`src/rtl/pool_pkg.sv`:
```
`default_nettype none
// ============================================================================
// Module   : pool_pkg
// Purpose  : Shared constants, types and helpers for the pooled-tile buffer.
//            Holds the default geometry (channels, element width, tile size),
//            the per-bank occupancy state type and the element offset function
//            that fixes the packed layout of a presented tile.
// Revision : 1.0 - initial release
// ============================================================================
package pool_pkg;

  localparam int c_def_ch     = 3;
  localparam int c_def_dw     = 8;
  localparam int c_def_tile_h = 3;
  localparam int c_def_tile_w = 3;

  // Occupancy of one storage bank: FREE while it can be written, FULL from
  // the beat that completes the tile until the consumer takes it.
  typedef enum logic [0:0] {
    BANK_FREE = 1'b0,
    BANK_FULL = 1'b1
  } bank_state_e;

  // Bit offset of element (channel c, row r, column k) inside a packed tile
  // of n elements per channel.
  function automatic int elem_off(input int c, input int r, input int k,
                                  input int n, input int tile_w, input int dw);
    return (c * n + r * tile_w + k) * dw;
  endfunction

endpackage
`default_nettype wire

```
`src/rtl/pool_tile_buffer_if.sv`:
```
`default_nettype none
// ============================================================================
// Module   : pool_tile_buffer_if
// Purpose  : Beat-in / tile-out handshake bundle of the pooled-tile buffer.
//            in_vld/in_rdy/in_data : one element per channel per beat
//            out_vld/out_rdy/out_tile : one complete tile per handshake
//            wr_idx : raster position of the next accepted beat
//            Modport slave is the buffer side, master the producer/consumer.
// Revision : 1.0 - initial release
// ============================================================================
interface pool_tile_buffer_if
  import pool_pkg::*;
#(
  parameter int CH     = c_def_ch,
  parameter int DW     = c_def_dw,
  parameter int TILE_H = c_def_tile_h,
  parameter int TILE_W = c_def_tile_w
);
  localparam int c_n  = TILE_H * TILE_W;
  localparam int c_iw = $clog2(c_n);

  logic                   in_vld;
  logic                   in_rdy;
  logic [CH*DW-1:0]       in_data;
  logic                   out_vld;
  logic                   out_rdy;
  logic [CH*c_n*DW-1:0]   out_tile;
  logic [c_iw-1:0]        wr_idx;

  modport master (
    output in_vld, in_data, out_rdy,
    input  in_rdy, out_vld, out_tile, wr_idx
  );

  modport slave (
    input  in_vld, in_data, out_rdy,
    output in_rdy, out_vld, out_tile, wr_idx
  );

endinterface
`default_nettype wire

```
`src/rtl/pool_tile_bank.sv`:
```
`default_nettype none
// ============================================================================
// Module   : pool_tile_bank
// Purpose  : One tile of storage: CH x TILE_H x TILE_W elements of DW bits.
//            A write stores all CH channels of one beat at raster index i_idx.
// Ports    : clk, rst_n (async, active-low, clears storage)
//            i_we   - write strobe
//            i_idx  - raster index (row*TILE_W + col) of the beat
//            i_data - channel c at [c*DW +: DW]
//            o_tile - packed tile, element (c,r,k) at elem_off(c,r,k,...)
// Revision : 1.0 - initial release
// ============================================================================
module pool_tile_bank
  import pool_pkg::*;
#(
  parameter int CH     = c_def_ch,
  parameter int DW     = c_def_dw,
  parameter int TILE_H = c_def_tile_h,
  parameter int TILE_W = c_def_tile_w
) (
  input  logic                                  clk,
  input  logic                                  rst_n,
  input  logic                                  i_we,
  input  logic [$clog2(TILE_H*TILE_W)-1:0]      i_idx,
  input  logic [CH*DW-1:0]                      i_data,
  output logic [CH*TILE_H*TILE_W*DW-1:0]        o_tile
);
  localparam int c_n  = TILE_H * TILE_W;
  localparam int c_iw = $clog2(c_n);

  for (genvar c = 0; c < CH; c++) begin : g_ch
    for (genvar r = 0; r < TILE_H; r++) begin : g_row
      for (genvar k = 0; k < TILE_W; k++) begin : g_col
        localparam int c_idx = r * TILE_W + k;
        logic [DW-1:0] r_elem;

        always_ff @(posedge clk or negedge rst_n) begin
          if (!rst_n) begin
            r_elem <= '0;
          end else if (i_we && (i_idx == c_iw'(c_idx))) begin
            r_elem <= i_data[c*DW +: DW];
          end
        end

        assign o_tile[elem_off(c, r, k, c_n, TILE_W, DW) +: DW] = r_elem;
      end
    end
  end

endmodule
`default_nettype wire

```
`src/rtl/pool_tile_buffer.sv`:
```
`default_nettype none
// ============================================================================
// Module   : pool_tile_buffer
// Purpose  : Collects raster-ordered beats (one element per channel) into a
//            complete TILE_H x TILE_W tile and presents it with a valid/ready
//            handshake.
// Ports    : clk    - clock, all state on rising edge
//            rst_n  - asynchronous active-low reset (discards everything)
//            clr    - synchronous abort of the tile being written
//            bus    - pool_tile_buffer_if.slave (beat in, tile out, wr_idx)
// Config   : POOL_TILE_PINGPONG_EN defined   -> two banks; the next tile
//                                               fills while one is presented
//            POOL_TILE_PINGPONG_EN undefined -> single bank; input stalls
//                                               while the tile is presented
// Revision : 1.0 - initial release
// ============================================================================
module pool_tile_buffer
  import pool_pkg::*;
#(
  parameter int CH     = c_def_ch,
  parameter int DW     = c_def_dw,
  parameter int TILE_H = c_def_tile_h,
  parameter int TILE_W = c_def_tile_w
) (
  input  logic               clk,
  input  logic               rst_n,
  input  logic               clr,
  pool_tile_buffer_if.slave  bus
);
  localparam int c_n  = TILE_H * TILE_W;
  localparam int c_iw = $clog2(c_n);
  localparam int c_tw = CH * c_n * DW;
`ifdef POOL_TILE_PINGPONG_EN
  localparam int c_nb = 2;
`else
  localparam int c_nb = 1;
`endif

  bank_state_e       r_bank_st     [c_nb];
  bank_state_e       w_bank_st_nxt [c_nb];
  logic [c_iw-1:0]   r_wr_idx;
  logic [c_iw-1:0]   w_wr_idx_nxt;
  logic              w_wsel;
  logic              w_rsel;
  logic              w_in_rdy;
  logic              w_out_vld;
  logic              w_acc;
  logic              w_last;
  logic              w_out_hs;
  logic [c_nb-1:0]   w_bank_we;
  logic [c_tw-1:0]   w_tile [c_nb];
  logic [c_tw-1:0]   w_out_tile;

  // --------------------------------------------------------------------------
  // Bank selection. With two banks, the write pointer advances on each
  // completed tile and the read pointer on each delivered tile, so tiles
  // leave in the order they were written.
  // --------------------------------------------------------------------------
`ifdef POOL_TILE_PINGPONG_EN
  logic r_wsel;
  logic r_rsel;

  always_ff @(posedge clk or negedge rst_n) begin
    if (!rst_n) begin
      r_wsel <= 1'b0;
      r_rsel <= 1'b0;
    end else begin
      if (w_last) begin
        r_wsel <= ~r_wsel;
      end
      if (w_out_hs) begin
        r_rsel <= ~r_rsel;
      end
    end
  end

  assign w_wsel = r_wsel;
  assign w_rsel = r_rsel;
`else
  assign w_wsel = 1'b0;
  assign w_rsel = 1'b0;
`endif

  // --------------------------------------------------------------------------
  // Status decode: ready and valid depend on registered state only.
  // --------------------------------------------------------------------------
  always_comb begin
    w_in_rdy   = 1'b0;
    w_out_vld  = 1'b0;
    w_out_tile = '0;
    for (int b = 0; b < c_nb; b++) begin
      if (w_wsel == 1'(b)) begin
        w_in_rdy = (r_bank_st[b] == BANK_FREE);
      end
      if (w_rsel == 1'(b)) begin
        w_out_vld  = (r_bank_st[b] == BANK_FULL);
        w_out_tile = w_tile[b];
      end
    end
  end

  // clr wins over a beat arriving in the same cycle.
  assign w_acc    = bus.in_vld && w_in_rdy && !clr;
  assign w_last   = w_acc && (r_wr_idx == c_iw'(c_n - 1));
  assign w_out_hs = w_out_vld && bus.out_rdy;

  // --------------------------------------------------------------------------
  // Next state. A completing write and a read handshake always target
  // different banks (one must be FREE, the other FULL), so both apply.
  // --------------------------------------------------------------------------
  always_comb begin
    w_wr_idx_nxt = r_wr_idx;
    if (clr || w_last) begin
      w_wr_idx_nxt = '0;
    end else if (w_acc) begin
      w_wr_idx_nxt = r_wr_idx + c_iw'(1);
    end

    for (int b = 0; b < c_nb; b++) begin
      w_bank_st_nxt[b] = r_bank_st[b];
      w_bank_we[b]     = w_acc && (w_wsel == 1'(b));
      if (w_last && (w_wsel == 1'(b))) begin
        w_bank_st_nxt[b] = BANK_FULL;
      end
      if (w_out_hs && (w_rsel == 1'(b))) begin
        w_bank_st_nxt[b] = BANK_FREE;
      end
    end
  end

  always_ff @(posedge clk or negedge rst_n) begin
    if (!rst_n) begin
      r_wr_idx <= '0;
      for (int b = 0; b < c_nb; b++) begin
        r_bank_st[b] <= BANK_FREE;
      end
    end else begin
      r_wr_idx <= w_wr_idx_nxt;
      for (int b = 0; b < c_nb; b++) begin
        r_bank_st[b] <= w_bank_st_nxt[b];
      end
    end
  end

  // --------------------------------------------------------------------------
  // Storage banks
  // --------------------------------------------------------------------------
  for (genvar b = 0; b < c_nb; b++) begin : g_bank
    pool_tile_bank #(
      .CH     (CH),
      .DW     (DW),
      .TILE_H (TILE_H),
      .TILE_W (TILE_W)
    ) u_bank (
      .clk    (clk),
      .rst_n  (rst_n),
      .i_we   (w_bank_we[b]),
      .i_idx  (r_wr_idx),
      .i_data (bus.in_data),
      .o_tile (w_tile[b])
    );
  end

  assign bus.in_rdy   = w_in_rdy;
  assign bus.out_vld  = w_out_vld;
  assign bus.out_tile = w_out_tile;
  assign bus.wr_idx   = r_wr_idx;

endmodule
`default_nettype wire

```
`src/flat_wrapper.sv`:
```
// flat-port wrapper written by rule: the top's interface ports become plain ports
module pool_tile_buffer_flat import pool_pkg::*;
#(
  parameter int CH     = c_def_ch,
  parameter int DW     = c_def_dw,
  parameter int TILE_H = c_def_tile_h,
  parameter int TILE_W = c_def_tile_w
)
  (clk, rst_n, clr, bus_in_vld, bus_in_data, bus_out_rdy, bus_in_rdy, bus_out_vld, bus_out_tile, bus_wr_idx);
  pool_tile_buffer_if #(.CH(CH), .DW(DW), .TILE_H(TILE_H), .TILE_W(TILE_W)) bus_i ();
  input  logic clk;
  input  logic rst_n;
  input  logic clr;
  input wire logic [$bits(bus_i.in_vld)-1:0] bus_in_vld;
  input wire logic [$bits(bus_i.in_data)-1:0] bus_in_data;
  input wire logic [$bits(bus_i.out_rdy)-1:0] bus_out_rdy;
  output wire logic [$bits(bus_i.in_rdy)-1:0] bus_in_rdy;
  output wire logic [$bits(bus_i.out_vld)-1:0] bus_out_vld;
  output wire logic [$bits(bus_i.out_tile)-1:0] bus_out_tile;
  output wire logic [$bits(bus_i.wr_idx)-1:0] bus_wr_idx;
  assign bus_i.in_vld = bus_in_vld;
  assign bus_i.in_data = bus_in_data;
  assign bus_i.out_rdy = bus_out_rdy;
  assign bus_in_rdy = bus_i.in_rdy;
  assign bus_out_vld = bus_i.out_vld;
  assign bus_out_tile = bus_i.out_tile;
  assign bus_wr_idx = bus_i.wr_idx;
  pool_tile_buffer #(.CH(CH), .DW(DW), .TILE_H(TILE_H), .TILE_W(TILE_W)) u_core (.clk(clk), .rst_n(rst_n), .clr(clr), .bus(bus_i));
endmodule
```
`config.mk`:
```
export PLATFORM = sky130hd
export DESIGN_NAME = pool_tile_buffer_flat
export DESIGN_NICKNAME = d
export VERILOG_FILES = /design/src/rtl/pool_pkg.sv /design/src/rtl/pool_tile_buffer_if.sv /design/src/rtl/pool_tile_bank.sv /design/src/rtl/pool_tile_buffer.sv /design/src/flat_wrapper.sv
export SDC_FILE = /design/constraint.sdc
export NUM_CORES = 1
export LEC_CHECK = 0
export CORE_MARGIN = 4
export CORE_UTILIZATION = 42
export DETAILED_ROUTE_END_ITERATION = 16
export PLACE_DENSITY = 0.82
export SLEW_MARGIN = 10
export SYNTH_ARGS = -nofsm -noshare
export SYNTH_HDL_FRONTEND = slang
export SYNTH_HIERARCHICAL = 1
export SYNTH_SLANG_ARGS = --single-unit
```
`constraint.sdc`:
```
create_clock -name clk -period 2.1 [get_ports clk]
set_input_delay 0.42 -clock clk [delete_from_list [all_inputs] [get_ports clk]]
set_output_delay 0.42 -clock clk [all_outputs]
set_load 0.1 [all_outputs]
```
# --- Word level (Yosys, flattened, before mapping) ---
# Index checks and enable logic that the tools add are counted.
word_totals:
  reg_bits: 221
  out_inout_bits: 222
  word_cells: 60
  input_bits: 29
op_classes:
  add_sub_neg: 1
  n_bitwise: 1
  n_mux: 4
  n_eq_ne: 8
  n_reduce_logical: 17
ops:
  columns: ["cell", "n"]
  rows:
  - ["4-bit by 3-bit equality test with 1-bit output (second input constant)", 4]
  - ["1-bit logical AND", 12]
  - ["4-bit by 2-bit equality test with 1-bit output (second input constant)", 2]
  - ["4-bit 2-to-1 mux", 2]
  - ["4-bit by 1-bit adder with 4-bit output (second input constant)", 1]
  - ["4-bit by 1-bit equality test with 1-bit output (second input constant)", 1]
  - ["4-bit equality test (second input constant)", 1]
  - ["4-bit zero test", 1]
  - ["2-bit nonzero test", 2]
  - ["1-bit 2-to-1 mux", 2]
  - ["1-bit zero test", 1]
  - ["1-bit logical OR", 1]
  - ["1-bit NOT", 1]

# --- Logic depth before layout (Yosys ltp) ---
# Gate-level depths: netlist of run 1.
depth:
  word_depth: 6
  depth_mapped: 7
  ltp_nobuf: 5

# --- Hierarchy ---
# Netlist of run 1, hierarchy kept.
modules_own_cells:
  columns: ["module", "cells_each", "area_per_inst_um2", "n_inst", "seq_area_each_um2"]
  rows:
  - ["pool_tile_bank", 467, 8089.0, 1, 5405.2]
  - ["pool_tile_buffer", 32, 284.0, 1, 125.1]

# --- Worst setup path after synthesis of run 1 ---
# No wires, ideal clock.
synth_path:
  path_kind: "register to register"
  startpoint: "reg u_core.r_bank_st (netlist: u_core/bus.out_vld)"
  endpoint: "reg u_core.g_bank[0].u_bank.g_ch[0].g_row[1].g_col[0].r_elem[0]"
  n_path_buf: 2
  required_ns: 1.975
  setup_time_ns: 0.125
  synth_period_minus_slack_ns: 2.641
  setup_slack_ns: -0.541
  stages_incl_launch_ff: 8
  t_arrival_ns: 2.515
  path_cell_list: "dfrtp_1 or3b_4 inv_1 nor3b_2 and3_1 buf_4 buf_4 mux2_2"
synth_via:
  elab_chain_cells: 4
synth_rtl:
  columns: ["element", "line", "source"]
  rows:
  - ["start: declaration", "pool_tile_buffer.sv:39", "bank_state_e r_bank_st [c_nb];"]
  - ["start signal: indexed assignment", "pool_tile_buffer.sv:140", "r_bank_st[b] <= w_bank_st_nxt[b];"]
  - ["1-bit NOT", "pool_tile_buffer.sv:93", "w_in_rdy = (r_bank_st[b] == BANK_FREE);"]
  - ["1-bit logical AND (2 in a row)", "pool_tile_buffer.sv:103", "assign w_acc = bus.in_vld && w_in_rdy && !clr;"]
  - ["via u_core.w_acc", "pool_tile_buffer.sv:47", "logic w_acc;"]
  - ["1-bit logical AND", "pool_tile_bank.sv:40", "end else if (i_we && (i_idx == c_iw'(c_idx))) begin"]
  - ["end signal: assignment", "pool_tile_bank.sv:41", "r_elem <= i_data[c*DW +: DW];"]
  - ["end: declaration", "pool_tile_bank.sv:35", "logic [DW-1:0] r_elem;"]
# The timed path passes the listed nets, and every way through them passes these cells.
# A chain may end at the register's enable or synchronous reset.

# --- Worst setup path in the final report of run 1 ---
layout_path:
  startpoint: "reg u_core.r_bank_st (netlist: u_core/bus.out_vld)"
  endpoint: "reg u_core.g_bank[0].u_bank.g_ch[0].g_row[1].g_col[0].r_elem[4]"
# Same word-level chain as after synthesis.

==> impl_results.rst, run 1 <==
.. list-table::
   :header-rows: 1

   * - Metric
     - Value
   * - Outcome
     - finished with violations
   * - Failing checks
     - setup timing
   * - Most frequently used cell type in the post-synthesis netlist
     - sky130_fd_sc_hd__dfrtp_1
   * - Total track usage
     - 0.204
   * - Final-report hold violation count
     - 0
   * - Synth Area per Inst
     - 16.8 µm²
   * - Vias in the first global route
     - 5,836
   * - Overflow after GRT
     - 0
   * - Area added between synthesis and finish
     - 48.9%
   * - Largest driver fanout on the critical path
     - 14
   * - Min setup slack post-route
     - -0.0278 ns
   * - Htree depth
     - 1
   * - Max Root-Sink Buffers
     - 3
   * - Die boundary height
     - 149 µm
   * - Ant diodes
     - 0
   * - Clock buffers created by TritonCTS
     - 23
   * - Syn Nets
     - 530
   * - DR vias/cell
     - 5.07
   * - Wire length of the first global-routing pass
     - 35,400 µm
   * - Quantity of I/O buffers inserted on ports
     - 250
   * - Number of synthesized flops with an enable pin
     - 0
   * - Io pins
     - 251
   * - Final net count
     - 827
   * - Top post-synthesis cells by count
     - sky130_fd_sc_hd__dfrtp_1, sky130_fd_sc_hd__mux2_2, sky130_fd_sc_hd__mux2_1
   * - Series of cell instances along the critical path
     - or3b_4 > inv_4 > nor3b_4 > and3_4 > buf_12 > mux2_2
   * - Slowest stage delay, CP
     - 0.47 ns
   * - Kind of path behind the tightest hold check
     - in2async
   * - Placement-stage cell area
     - 11,200 µm²
   * - Gate family responsible for the most delay along the worst path
     - simple AND/OR/NAND/NOR gates
   * - Post-Synthesis Cells
     - 499
   * - Layout cell share with drive strength beyond 1
     - 0.660
   * - Worst IR Drop VDD
     - 0.000827 V
   * - DP Wirelength
     - 16,400 µm
   * - Cell area power density
     - 1180 nW/µm²
   * - Number of filler cells placed in the layout
     - 1,422
   * - Number of nets still failing antenna checks after routing
     - 0
   * - Critical path capture point type
     - flip-flop
   * - Most area-consuming cells after synthesis
     - sky130_fd_sc_hd__dfrtp_1, sky130_fd_sc_hd__mux2_2, sky130_fd_sc_hd__mux2_1, sky130_fd_sc_hd__buf_2, sky130_fd_sc_hd__buf_4
   * - Final critical-path share of the clock period
     - 1.01
   * - Time the final worst path needs with I/O delays and setup
     - 2.13 ns
   * - Max-slew violation total from the final report
     - 0
   * - Initial Util
     - 0.429
   * - Vias after detailed routing
     - 5,458
   * - Power, Total
     - 14.8 mW
   * - FP Rows
     - 51
   * - Final standard cell count with taps included and fillers excluded
     - 1,077
   * - RePlAce Congestion
     - 0.809
   * - Iteration count of the initial detailed-routing pass
     - 4
   * - Number of different library cells in the post-synthesis netlist
     - 26
   * - Post-synthesis cell area
     - 8370 µm²
   * - Root buffer cell
     - sky130_fd_sc_hd__clkbuf_16
   * - Top flip-flop cell by instance count after synthesis
     - sky130_fd_sc_hd__dfrtp_1
   * - Final wirelength
     - 24,200 µm
   * - Worst slew margin relative to its limit
     - 0.701
   * - Worst path arrival time
     - 2.50 ns
   * - Die Wd
     - 149 µm
   * - Antenna violations before repair
     - 0
   * - Setup violation total in the final timing report
     - 23
   * - Number of placed instances, taps included
     - 1,021
   * - #FFs+latches synth
     - 221
   * - Yosys warns
     - 6
   * - Post-DR wirelength/cell
     - 22.5 µm
   * - Sink count of the clock tree
     - 221
   * - Total buffers and inverters traversed by the critical path
     - 2
   * - Sequential area share after synthesis
     - 0.660
   * - Area enclosed by the die boundary
     - 22,300 µm²
   * - Setup repair after global routing missed its margin
     - true
   * - Share of async-settable or async-resettable flops after synthesis
     - 1.00
   * - Critical Path Source Type
     - flip-flop
   * - Initial drt markers
     - 162
   * - Setup slack, reg-to-reg
     - -0.03 ns
   * - Synth top area share
     - 0.660
   * - Largest net degree at the start of global routing
     - 53
   * - Accumulated negative setup slack
     - -0.138 ns
   * - Critical path class
     - reg2reg
   * - Slowest library cell on the worst path
     - sky130_fd_sc_hd__dfrtp_4
   * - Max cap viols
     - 0
   * - Critical Path RT
     - 2.48 ns
   * - Leading area contributor after synthesis
     - sky130_fd_sc_hd__dfrtp_1
   * - Clock tree from TritonCTS
     - built
   * - Clock network latency to the later pin of the worst-skew pair
     - 0.49 ns
   * - Placeable core region
     - 19,500 µm²
   * - Pleak
     - 6.39 nW
   * - Number of remaining DRC errors
     - 0
   * - Clock edge transition at the registers on the reported setup and hold paths
     - 0.06 ns
   * - Worst clock skew on the final layout
     - 0.00621 ns
   * - Max frequency
     - 470 MHz
   * - Worst slew pin tran
     - 0.447 ns
   * - Post-route cell area
     - 12,500 µm²
[worst register-to-register path, cell delays in order, from the launching register on]
cell and delay, ns:
sky130_fd_sc_hd__dfrtp_4 0.47, sky130_fd_sc_hd__or3b_4 0.41, sky130_fd_sc_hd__inv_4 0.10, sky130_fd_sc_hd__nor3b_4 0.25, sky130_fd_sc_hd__and3_4 0.26, sky130_fd_sc_hd__buf_12 0.16, sky130_fd_sc_hd__mux2_2 0.36
[final timing paths]
check / start / to / cells past startpoint
max in group asynchronous: rst_n / u_core/bus.out_vld$_DFFE_PN0P_ / 3
hold / removal: rst_n / asynchronous set/reset pin / 2
setup reg to reg: u_core/bus.out_vld$_DFFE_PN0P_ / flip-flop / 6
min in group clk: flip-flop / flip-flop / 1
setup / recovery: u_core/bus.out_vld$_DFFE_PN0P_ / flip-flop / 6
hold reg to reg: flip-flop / flip-flop / 1
[cells in the final DEF (no fill, tap or decap), types with 2 or more instances in the layout]
cell type,instances
sky130_fd_sc_hd__buf_4,233
sky130_fd_sc_hd__dfrtp_1,216
sky130_fd_sc_hd__mux2_2,110
sky130_fd_sc_hd__mux2_4,106
sky130_fd_sc_hd__clkbuf_16,29
sky130_fd_sc_hd__clkdlybuf4s50_1,27
sky130_fd_sc_hd__buf_12,17
sky130_fd_sc_hd__clkinv_2,7
sky130_fd_sc_hd__buf_6,6
sky130_fd_sc_hd__clkbuf_8,5
sky130_fd_sc_hd__nand2_1,5
sky130_fd_sc_hd__inv_1,4
sky130_fd_sc_hd__a21oi_1,4
sky130_fd_sc_hd__dfrtp_2,4
sky130_fd_sc_hd__bufinv_16,3
sky130_fd_sc_hd__clkbuf_1,3
sky130_fd_sc_hd__nand3_1,3
sky130_fd_sc_hd__nor3b_4,3
sky130_fd_sc_hd__buf_16,2
sky130_fd_sc_hd__nand4_1,2
sky130_fd_sc_hd__ha_1,2
sky130_fd_sc_hd__nand3b_4,2
[registers in the layout, summed over array words and instances (netlist names)]
signal	count
u_core/g_bank.u_bank/g_ch.g_row.g_col.r_elem	216
u_core/bus.wr_idx	4
u_core/bus.out_vld	1
[layout make-up]
type	count	area (µm²)	share of cell area
well taps	265	332	0.0266
multi-input cells	251	3130	0.251
clock buffers	30	642	0.0515
inverters	5	21.3	0.00171
flip-flops and latches	221	5540	0.444
clock inverters	11	133	0.0106
repair buffers	294	2670	0.214
[stage by stage]
step	utilization	worst slack [ns]	hold slack, ns
after floorplan	-	-0.199	0.124
after global placement	0.571	-0.498	0.402
after detailed placement	0.571	-0.567	0.406
after CTS	0.616	-0.0146	0.460
after global routing	0.639	-0.0968	0.459
final	0.639	-0.0278	0.444
[cells by family (layout without fill, tap and decap cells)]
logic type / Yosys count / after routing / synth area share
muxes: 216 / 216 / 0.290
AOI/OAI and AO/OA: 7 / 7 / 0.00448
DFF: 221 / 221 / 0.660
buffers and inverters: 27 / 340 / 0.0184
adders and majority gates: 2 / 2 / 0.00299
and+or+nand+nor: 26 / 26 / 0.0232
[where the power goes]
group | internal [mW] | leakage, nW | switching, mW
combinational | 1.15 | 3.06 | 4.42
clock | 2.52 | 0.386 | 1.60
sequential | 4.77 | 2.94 | 0.318
[routing by layer]
layer | global-route usage | share of wire
met1 | 0.269 | 0.41
met2 | 0.345 | 0.50
met3 | 0.0422 | 0.061
met4 | 0.0563 | 0.033
met5 | 0 | 0
[repair_timing]
item,CTS,global route
buffers inserted,4,3
endpoints found under the setup margin,55,159
cloned,1,6
pin swaps,1,3
hold buffers,1,0
endpoints found under the hold margin,46,0
resized for setup,9,62
(Power assumes the default switching activity.)
==> run 2, diff against run 1 <==
- ABC_CLOCK_PERIOD_IN_PS: not set -> 2100
- CTS_CLUSTER_DIAMETER: not set -> 100
==> results of run 2 <==
Same layout as run 1: the final DEF is identical, and so are final timing and power.
==> run 3, diff against run 2 <==
- ABC_AREA: not set -> 1
- CORE_UTILIZATION: 42 -> 44
- PLACE_DENSITY: 0.82 -> 0.84
==> impl_results.rst, run 3 <==
.. list-table::
   :header-rows: 1

   * - Metric
     - Value
   * - Max Root-Sink Buffers
     - 3 (unchanged)
   * - Number of synthesized flops with an enable pin
     - 0 (unchanged)
   * - Worst slew pin tran
     - 0.681 ns (+0.235 ns)
   * - Yosys warns
     - 6 (unchanged)
   * - Power, Total
     - 15.4 mW (+4.6%)
   * - Largest register by flop count
     - u_core/g_bank.u_bank/g_ch.g_row.g_col.r_elem
   * - Iteration count of the initial detailed-routing pass
     - 6 (+2)
   * - Leading area contributor after synthesis
     - sky130_fd_sc_hd__dfrtp_1
   * - Buffers inserted during post-CTS setup optimization
     - 0 (-4)
   * - Antenna violations before repair
     - 0 (unchanged)
   * - Post-route cell area
     - 12,400 µm² (-0.52%)
   * - Largest register FFs
     - 216 (unchanged)
   * - Syn Nets
     - 1,070 (+100%)
   * - Placeable core region
     - 20,300 µm² (+4.0%)
   * - Number of remaining DRC errors
     - 0 (unchanged)
   * - Slowest stage delay, CP
     - 0.63 ns (+0.16 ns)
   * - Max-slew violation total from the final report
     - 0 (unchanged)
   * - Synth top area share
     - 0.608 (-0.0527)
   * - Total track usage
     - 0.261 (+0.0572)
   * - Initial drt markers
     - 590 (+260%)
   * - Htree depth
     - 1 (unchanged)
   * - Area enclosed by the die boundary
     - 23,000 µm² (+3.5%)
   * - Worst IR Drop VDD
     - 0.000928 V (+12%)
   * - Clock tree from TritonCTS
     - built
   * - Logic depth of the worst register-to-register path
     - 4 (-2)
   * - Accumulated negative setup slack
     - 0 ns (+0.138 ns)
   * - Total buffers and inverters traversed by the critical path
     - 1 (-1)
   * - DP Wirelength
     - 20,600 µm (+26%)
   * - Die Wd
     - 152 µm (+1.7%)
   * - Worst slew margin relative to its limit
     - 0.544 (-0.157)
   * - RePlAce Congestion
     - 0.822 (+1.6%)
   * - Pleak
     - 6.84 nW (+7.1%)
   * - Cell area power density
     - 1250 nW/µm² (+5.2%)
   * - Die boundary height
     - 152 µm (+1.7%)
   * - Number of filler cells placed in the layout
     - 1,683 (+18%)
   * - Outcome
     - finished, final reports clean
   * - Critical path class
     - reg2out
   * - DR vias/cell
     - 5.28 (+4.3%)
   * - Series of cell instances along the critical path
     - buf_12
   * - Wire length of the first global-routing pass
     - 48,000 µm (+35%)
   * - Top post-synthesis cells by count
     - sky130_fd_sc_hd__nand2_1, sky130_fd_sc_hd__dfrtp_1, sky130_fd_sc_hd__nand4_1
   * - Final-report hold violation count
     - 0 (unchanged)
   * - Setup slack at placement
     - 0.116 ns (+0.683 ns)
   * - Critical Path RT
     - 1.68 ns (-0.80 ns)
   * - Largest driver fanout on the critical path
     - 10 (-4)
   * - Post-DR wirelength/cell
     - 19.8 µm (-12%)
   * - Most frequently used cell type in the post-synthesis netlist
     - sky130_fd_sc_hd__nand2_1
   * - Commonest non-fill, non-tap cell in the layout
     - sky130_fd_sc_hd__nand2_1
   * - Root buffer cell
     - sky130_fd_sc_hd__clkbuf_16
   * - Critical Path Source Type
     - flip-flop
   * - Area added between synthesis and finish
     - 36.3%
   * - Top flip-flop cell by instance count after synthesis
     - sky130_fd_sc_hd__dfrtp_1
   * - Post-synthesis cell area
     - 9100 µm² (+8.7%)
   * - Number of nets still failing antenna checks after routing
     - 0 (unchanged)
   * - Io pins
     - 251 (unchanged)
   * - Min setup slack post-route
     - 0.308 ns (+0.336 ns)
   * - Initial Util
     - 0.448 (+0.0194)
   * - Gate family responsible for the most delay along the worst path
     - flip-flops
   * - Metal-1 WL
     - 11,900 µm (+21%)
   * - Critical path capture point type
     - primary output
   * - Ant diodes
     - 0 (unchanged)
   * - Vias in the first global route
     - 8,050 (+38%)
   * - Share of async-settable or async-resettable flops after synthesis
     - 1.00 (unchanged)
   * - Max frequency
     - 558 MHz (+19%)
   * - Quantity of I/O buffers inserted on ports
     - 250 (unchanged)
   * - Detail Route met3 WL
     - 3060 µm (+110%)
   * - Slowest library cell on the worst path
     - sky130_fd_sc_hd__dfrtp_1
   * - Top layer in use
     - met4
   * - Most area-consuming cells after synthesis
     - sky130_fd_sc_hd__dfrtp_1, sky130_fd_sc_hd__nand2_1, sky130_fd_sc_hd__nand4_1, sky130_fd_sc_hd__clkbuf_1, sky130_fd_sc_hd__o21bai_1
   * - Setup repair after global routing missed its margin
     - false
   * - Worst path arrival time
     - 1.37 ns (-1.13 ns)
   * - Final critical-path share of the clock period
     - 0.853 (-0.160)
   * - Layout cell share with drive strength beyond 1
     - 0.259 (-0.401)
   * - #FFs+latches synth
     - 221 (unchanged)
   * - Time the final worst path needs with I/O delays and setup
     - 1.79 ns (-0.336 ns)
   * - Clock network latency to the later pin of the worst-skew pair
     - 0.50 ns (about the same)
   * - Post-Synthesis Cells
     - 1,039 (+110%)
   * - Vias after detailed routing
     - 8,271 (+52%)
   * - Overflow after GRT
     - 0 (unchanged)
   * - Placement-stage cell area
     - 11,600 µm² (+4.4%)
   * - Setup slack, reg-to-reg
     - 0.41 ns (+0.44 ns)
   * - Sequential area share after synthesis
     - 0.608 (-0.0527)
   * - Setup violation total in the final timing report
     - 0 (-100%)
   * - Largest net degree at the start of global routing
     - 73 (+38%)
   * - FP Rows
     - 52 (+2.0%)
   * - Kind of path behind the tightest hold check
     - in2async
   * - Number of different library cells in the post-synthesis netlist
     - 23 (-12%)
   * - Worst clock skew on the final layout
     - 0.00836 ns (+0.00215 ns)
   * - Crit. path cell count
     - 1 (-5)
   * - Final net count
     - 1,313 (+59%)
   * - Max cap viols
     - 0 (unchanged)
   * - Detail Route met2 WL
     - 15,000 µm (+23%)
   * - Synth Area per Inst
     - 8.76 µm² (-48%)
   * - Leading cell types in the layout, fill and taps excluded
     - sky130_fd_sc_hd__nand2_1, sky130_fd_sc_hd__buf_4, sky130_fd_sc_hd__dfrtp_1
   * - Clock buffers created by TritonCTS
     - 23 (unchanged)
   * - Clock edge transition at the registers on the reported setup and hold paths
     - 0.06 ns (about the same)
   * - Sink count of the clock tree
     - 221 (unchanged)
   * - Final wirelength
     - 31,100 µm (+28%)
[run 3: changes by cell type in the layout (fill, tap and decap cells not counted), moves of 28 or more]
| cell | change |
|---|---|
| sky130_fd_sc_hd__inv_1 | +29 |
| sky130_fd_sc_hd__nand4_1 | +94 |
| sky130_fd_sc_hd__buf_4 | +28 |
| sky130_fd_sc_hd__nand2_1 | +511 |
| sky130_fd_sc_hd__mux2_2 | -110 |
| sky130_fd_sc_hd__mux2_4 | -106 |
| sky130_fd_sc_hd__nand3_1 | +31 |
[run 3: area by class of cell]
| cell class | count | area [µm²] | area share |
|---|---|---|---|
| clock buffer | 32 | 689 | 0.0556 |
| clock inverter | 6 | 58.8 | 0.00474 |
| inverter | 37 | 146 | 0.0118 |
| multi-input combinational | 694 | 3080 | 0.249 |
| sequential | 221 | 5530 | 0.446 |
| tap | 270 | 338 | 0.0272 |
| timing repair buffer | 305 | 2550 | 0.206 |
[run 3: where the power goes]
part | leakage (nW) | total [mW] | switching (mW) | internal, mW
Clock | 0.376 | 4.04 | 1.64 | 2.39
Sequential | 2.85 | 5.21 | 0.396 | 4.82
Combinational | 3.61 | 6.19 | 5.14 | 1.06
[run 3: kinds of logic (layout without fill, tap and decap cells)]
kind of cell / Yosys count / after routing / share of synthesized area
simple gates: 663 / 663 / 0.313
flops: 221 / 221 / 0.608
buf+inv: 124 / 380 / 0.0538
compound gates: 29 / 29 / 0.0227
fa+ha+maj: 2 / 2 / 0.00275
[run 3: routing by layer]
metal | vias to the layer above | track usage
li1 | 3783 | -
met1 | 3951 | 0.344
met2 | 458 | 0.426
met3 | 79 | 0.0651
met4 | 0 | 0.0895
met5 | - | 0
[run 3: through the flow]
step	std cells	hold slack, ns	util
6_report	1565	0.465	0.611
5_1_grt	1565	0.482	0.611
4_1_cts	1565	0.476	0.611
3_5_place_dp	1526	0.396	0.574
3_3_place_gp	1526	0.393	0.574
2_1_floorplan	1039	0.124	-
[run 3: path summary, 6_finish.rpt]
kind,from,end
max,u_core/bus.wr_idx[0]$_DFFE_PN0P_,bus_wr_idx[0]
min,rst_n,asynchronous set/reset pin
max reg2reg,u_core/bus.wr_idx[2]$_DFFE_PN0P_,flip-flop
min reg2reg,flip-flop,flip-flop
max in group asynchronous,rst_n,asynchronous set/reset pin
min in group clk,flip-flop,flip-flop
[run 3: timing repair]
item,in CTS,in global routing
resized for setup,0,0
hold buffers,1,0
hold endpoints to repair,55,0
